<file path="src/rtl/order_queue.sv">
// Single-clock FIFO for packed layer orders with a registered first-word-fall-through head,
// occupancy reporting, almost-full ready, synchronous flush and sticky overflow/underflow flags.
module order_queue #(
   parameter int unsigned DATA_WIDTH   = 256,
   parameter int unsigned DEPTH        = 16,
   parameter int unsigned AFULL_MARGIN = 1
) (
   input  logic                        system_clk,
   input  logic                        rst_n,
   input  logic                        flush,
   input  logic                        push_order_en,
   input  logic [DATA_WIDTH-1:0]       order_in,
   output logic                        order_in_ready,
   output logic                        order_valid,
   input  logic                        pop_order_en,
   output logic [DATA_WIDTH-1:0]       order_out,
   output logic [$clog2(DEPTH):0]      level,
   output logic                        overflow_err,
   output logic                        underflow_err
);

   localparam int unsigned LW = $clog2(DEPTH) + 1;
   localparam int unsigned PW = $clog2(DEPTH);

   localparam logic [LW-1:0] FULL_LVL  = LW'(DEPTH);
   localparam logic [LW-1:0] READY_LIM = LW'(DEPTH - AFULL_MARGIN);
   localparam logic [PW-1:0] LAST_PTR  = PW'(DEPTH - 2);

   logic [DATA_WIDTH-1:0] mem [DEPTH-1];
   logic [PW-1:0]         rd_ptr;
   logic [PW-1:0]         wr_ptr;

   logic                  push_acc;
   logic                  pop_acc;
   logic                  buf_nonempty;
   logic                  load_from_buf;
   logic                  bypass;
   logic                  write_buf;
   logic [LW-1:0]         level_nxt;

   function automatic logic [PW-1:0] ptr_inc(input logic [PW-1:0] p);
      return (p == LAST_PTR) ? '0 : p + PW'(1);
   endfunction

   // The head register counts toward level, so the buffer holds level-1 words when valid.
   always_comb begin
      push_acc      = push_order_en & ~flush & (level < FULL_LVL);
      pop_acc       = pop_order_en & order_valid & ~flush;
      buf_nonempty  = level > LW'(1);
      load_from_buf = pop_acc & buf_nonempty;
      bypass        = push_acc & (~order_valid | (pop_acc & ~buf_nonempty));
      write_buf     = push_acc & ~bypass;
      level_nxt     = level + {{(LW-1){1'b0}}, push_acc} - {{(LW-1){1'b0}}, pop_acc};
   end

   assign order_in_ready = level < READY_LIM;

   always_ff @(posedge system_clk) begin
      if (write_buf) mem[wr_ptr] <= order_in;
   end

   always_ff @(posedge system_clk or negedge rst_n) begin
      if (!rst_n) begin
         rd_ptr <= '0;
         wr_ptr <= '0;
      end else if (flush) begin
         rd_ptr <= '0;
         wr_ptr <= '0;
      end else begin
         if (load_from_buf) rd_ptr <= ptr_inc(rd_ptr);
         if (write_buf)     wr_ptr <= ptr_inc(wr_ptr);
      end
   end

   // Flush leaves the head register stale; only level/valid mark it empty.
   always_ff @(posedge system_clk or negedge rst_n) begin
      if (!rst_n) begin
         order_out <= '0;
      end else if (load_from_buf) begin
         order_out <= mem[rd_ptr];
      end else if (bypass) begin
         order_out <= order_in;
      end
   end

   always_ff @(posedge system_clk or negedge rst_n) begin
      if (!rst_n) begin
         level       <= '0;
         order_valid <= 1'b0;
      end else if (flush) begin
         level       <= '0;
         order_valid <= 1'b0;
      end else begin
         level       <= level_nxt;
         order_valid <= (level_nxt != '0);
      end
   end

   always_ff @(posedge system_clk or negedge rst_n) begin
      if (!rst_n) begin
         overflow_err  <= 1'b0;
         underflow_err <= 1'b0;
      end else if (flush) begin
         overflow_err  <= 1'b0;
         underflow_err <= 1'b0;
      end else begin
         if (push_order_en && (level == FULL_LVL)) overflow_err  <= 1'b1;
         if (pop_order_en && !order_valid)          underflow_err <= 1'b1;
      end
   end

endmodule

</file>
<file path="config.mk">
export PLATFORM = sky130hd
export DESIGN_NAME = order_queue
export DESIGN_NICKNAME = d
export VERILOG_FILES = /design/src/rtl/order_queue.sv
export SDC_FILE = /design/constraint.sdc
export NUM_CORES = 2
export LEC_CHECK = 0
export BUFFER_PORTS_ARGS = -buffer_cell sky130_fd_sc_hd__buf_2
export CORE_MARGIN = 5
export CORE_UTILIZATION = 45
export CTS_CLUSTER_SIZE = 30
export DETAILED_ROUTE_END_ITERATION = 12
export HOLD_SLACK_MARGIN = 0.12
export SYNTH_ARGS = -nofsm -noshare
export SYNTH_HDL_FRONTEND = slang
export SYNTH_SLANG_ARGS = --single-unit
</file>
<file path="constraint.sdc">
create_clock -name system_clk -period 33.3 [get_ports system_clk]
set_input_delay 1.665 -clock system_clk [delete_from_list [all_inputs] [get_ports system_clk]]
set_output_delay 1.665 -clock system_clk [all_outputs]
set_load 0.03 [all_outputs]
</file>
==> metrics.md <==
| Metric | Value |
|---|---|
| Switching portion of total power | `0.2699` |
| Setup-failing EPs final | `0` |
| Hold Buf Count CTS | `0` |
| CP peak stage delay | `1010 ps` |
| Design Area, Final | `roughly 180000 um^2` |
| IO Port Bufs | `525` |
| R2r setup slk | `26900 ps` |
| Cell Pwr Density | `about 70 nW/um^2` |
| Final WL | `420000 um` |
| Final hold vios | `0` |
| Most used DFF post-synth | `edfxtp_1` |
| Status | `finished, final reports clean` |
| Site row count | `217` |
| Number of CTS-inserted buffers | `between 400 and 500` |
| Post-CTS setup buffer count | `0` |
| Post-route clock skew | `54.52 ps` |
| Data required, critical path | `34070 ps` |
| Final period util | `0.1921` |
| Max FO, Critical Path | `170` |
| Syn-to-layout area delta | `13.37%` |
| CTS tree | `yes` |
| Boundary pin count | `between 500 and 600` |
| Core ar. | `~350000 um^2` |
| Post-Synthesis Cells | `8205` |
| Distinct cells, synth | `59` |
| Hold Path Origin | `order_out[204]` |
| Worst Tran Pin Value | `1184 ps` |
| CP most frequent cell | `buf_4` |
| CP max stage cell | `dfrtp_4` |
| Commonest non-fill, non-tap cell in the layout | `edfxtp_1` |
| Layout cells sized above 1 | `0.2182` |
| Largest net degree at the start of global routing | `~170` |
| Critical Path Start Type | `register` |
| Total of fill cells in the finished design | `~28000` |
| Vias in the first global route | `84260` |
| Syn nets | `8480` |
| Yosys warns | `0` |
| Critical-path cell list | `buf_4 > buf_4 > buf_12 > buf_12 > buf_4 > mux2i_1 > o22ai_1 > a21oi_1 > a31oi_1` |
| Drt via density | `5.971` |
| Placed Area | `164900 um^2` |
| Hold depth | `2` |
| Initial antenna violation count | `119` |
| Fmax | `156.3 MHz` |
| VDD IR-drop max | `between 50 and 60 uV` |
| Number of enable flip-flop cells after synthesis | `~3800` |
| Die area | `362500 um^2` |
| Crit path time final | `6398 ps` |
| Clock slew at reported path FFs | `60 ps` |
| Die Wd | `approximately 600 um` |
| Synthesized area | `157700 um^2` |
| Max clock buf depth | `4` |
| Nets | `9068` |
| Clock share of power | `0.369` |
| Initial Util | `0.4518` |
| Drt drc | `0` |
| CP endpoint kind | `register` |
| Hold Path Sink | `order_out[204]` |
| FF-to-FF End | `order_out[198]` |
| Hold slack | `542.5 ps` |
| Gate power share | `0.152` |
| Gpl congestion | `0.7572` |
| Hold crit path type | `reg2reg` |
| Worst R2R Start | `rd_ptr[1]` |
| GR Overflow Total | `0` |
| Post-DR wirelength/cell | `30.45 um` |
| Die Y-Extent | `between 600 and 700 um` |
| Initial DRC count | `8094` |
| Via count | `82360` |
| Relative slew slack | `0.2110` |
| Max-cap violations | `0` |
| ANT nets after route | `0` |
| Seq pwr share | `0.478` |
| Detailed Routing Iterations Pass 1 | `5` |
| Sequential fraction of the synthesis area | `0.7741` |
| Skew-Pair Late Insertion Delay | `a little under 1000 ps` |
| Syn Area/Cell | `between 15 and 20 um^2` |
| DP HPWL | `212400 um` |
| Clock sink total | `between 4000 and 5000` |
| Global-route wire length before repair | `just over 600000 um` |
| Final setup TNS | `0 ps` |
| Depth of the most critical reg-to-reg path | `9` |
| #FFs+latches synth | `approximately 4100` |
| H-tree levels | `5` |
| Net Sw Power | `3424 uW` |
| Internal | `9262 uW` |
| Setup Crit Path Kind | `reg2reg` |
| RSZ-0062 raised after global routing | `false` |
| Root buffer cell | `clkbuf_16` |
| Fin. max-slew vios | `0` |
| Fin util | `0.5122` |
| CTS resizes | `0` |
| Worst EP arrival | `a little over 7000 ps` |
| Post-synth ARST share | `0.06615` |
| Cell leakage power | `0.05678 uW` |
| Most frequent cells in the layout | `edfxtp_1, nand2_1, mux2i_1` |
| GRT Util Overall | `0.2272` |
==> registers in the layout, indices dropped and copies added, names as in the netlist <==
name and count:
wr_ptr 4, order_out 256, level 5, order_valid 1, underflow_err 1, rd_ptr 4
mem 3840, overflow_err 1
==> worst max-delay path: cells and delay by family (launching register included) <==
family,cells,cell delay (ps)
AO/OA/AOI/OAI,3,450
multiplexers,1,300
flip-flops,1,1010
buffers and inverters,5,4020
==> metal layers <==
metal,vias to the layer above,part of all wire,track usage
li1,34650,-,-
met1,43750,0.41,0.3087
met2,3193,0.49,0.3782
met3,719,0.072,0.04315
met4,48,0.028,0.06158
met5,-,0.00076,0
==> through the flow <==
| stage | setup slack, ps | total power [uW] | instances |
|---|---|---|---|
| after floorplan | 5208 | 7452 | 8205 |
| after global placement | 26750 | 8109 | 12970 |
| after detailed placement | 26600 | 8137 | 12970 |
| after CTS | 26810 | 12810 | 13750 |
| after global routing | 26420 | 13160 | 13770 |
| final | 26900 | 12690 | 13790 |
==> power by group through the flow <==
stage	clock network (uW)	registers, uW	logic (uW)
2_1_floorplan	0	6410	1040
3_3_place_gp	0	6170	1940
3_5_place_dp	0	6180	1960
4_1_cts	4770	6070	1960
5_1_grt	5000	6080	2080
6_report	4690	6070	1930
==> logic make-up after synthesis <==
logic type | share of synthesized area
multiplexers | 0.1273
XOR/XNOR | 0.0001666
buffers and inverters | 0.01893
AO/OA/AOI/OAI | 0.05218
adder cells (fa/ha/maj) | 0.001158
AND/OR/NAND/NOR | 0.02614
flip-flops | 0.7741
==> how the worst max path moves through the flow <==
stage,start,to,depth (start not counted)
2_1_floorplan,flush,mem[12][0],5
3_3_place_gp,flush,mem[14][190],9
3_5_place_dp,flush,mem[14][190],9
4_1_cts,rd_ptr[1],order_out[211],8
5_1_grt,rd_ptr[1],order_out[198],9
6_report,rd_ptr[1],order_out[198],9
==> final cells by class <==
type | count | area [um^2] | area share
sequential | 4112 | 122100 | 0.6829
multi-input combinational | 3561 | 32840 | 0.1836
clock buffer | 595 | 11730 | 0.06556
tap | 4599 | 5754 | 0.03218
timing repair buffer | 684 | 4169 | 0.02331
clock inverter | 191 | 2072 | 0.01159
antenna | 40 | 100.1 | 0.0005597
inverter | 12 | 47.55 | 0.0002659
==> synth_stat cells, drive strengths merged, types with 3 or more instances <==
| library cell | instances | area share |
|---|---|---|
| clkbuf | 198 | 0.0048 |
| mux2i | 685 | 0.043 |
| mux2 | 150 | 0.011 |
| nand2b | 4 | 0.00017 |
| a211oi | 68 | 0.0032 |
| o21ai | 176 | 0.0056 |
| and3 | 107 | 0.0042 |
| nor2b | 7 | 0.00028 |
| nand2 | 729 | 0.017 |
| o22ai | 105 | 0.0042 |
| a221oi | 84 | 0.0049 |
| nor2 | 16 | 0.00040 |
| o221ai | 84 | 0.0047 |
| o2bb2ai | 66 | 0.0037 |
| o31ai | 3 | 0.00014 |
| nor3 | 90 | 0.0029 |
| dfrtp | 272 | 0.043 |
| a31oi | 191 | 0.0076 |
| inv | 12 | 0.00029 |
| edfxtp | 3840 | 0.73 |
| a21oi | 200 | 0.0063 |
| ha | 13 | 0.0010 |
| buf | 322 | 0.014 |
| a22oi | 237 | 0.011 |
| mux4 | 512 | 0.073 |
| nor4 | 7 | 0.00028 |
No activity file was read; power rests on OpenSTA's default activity.
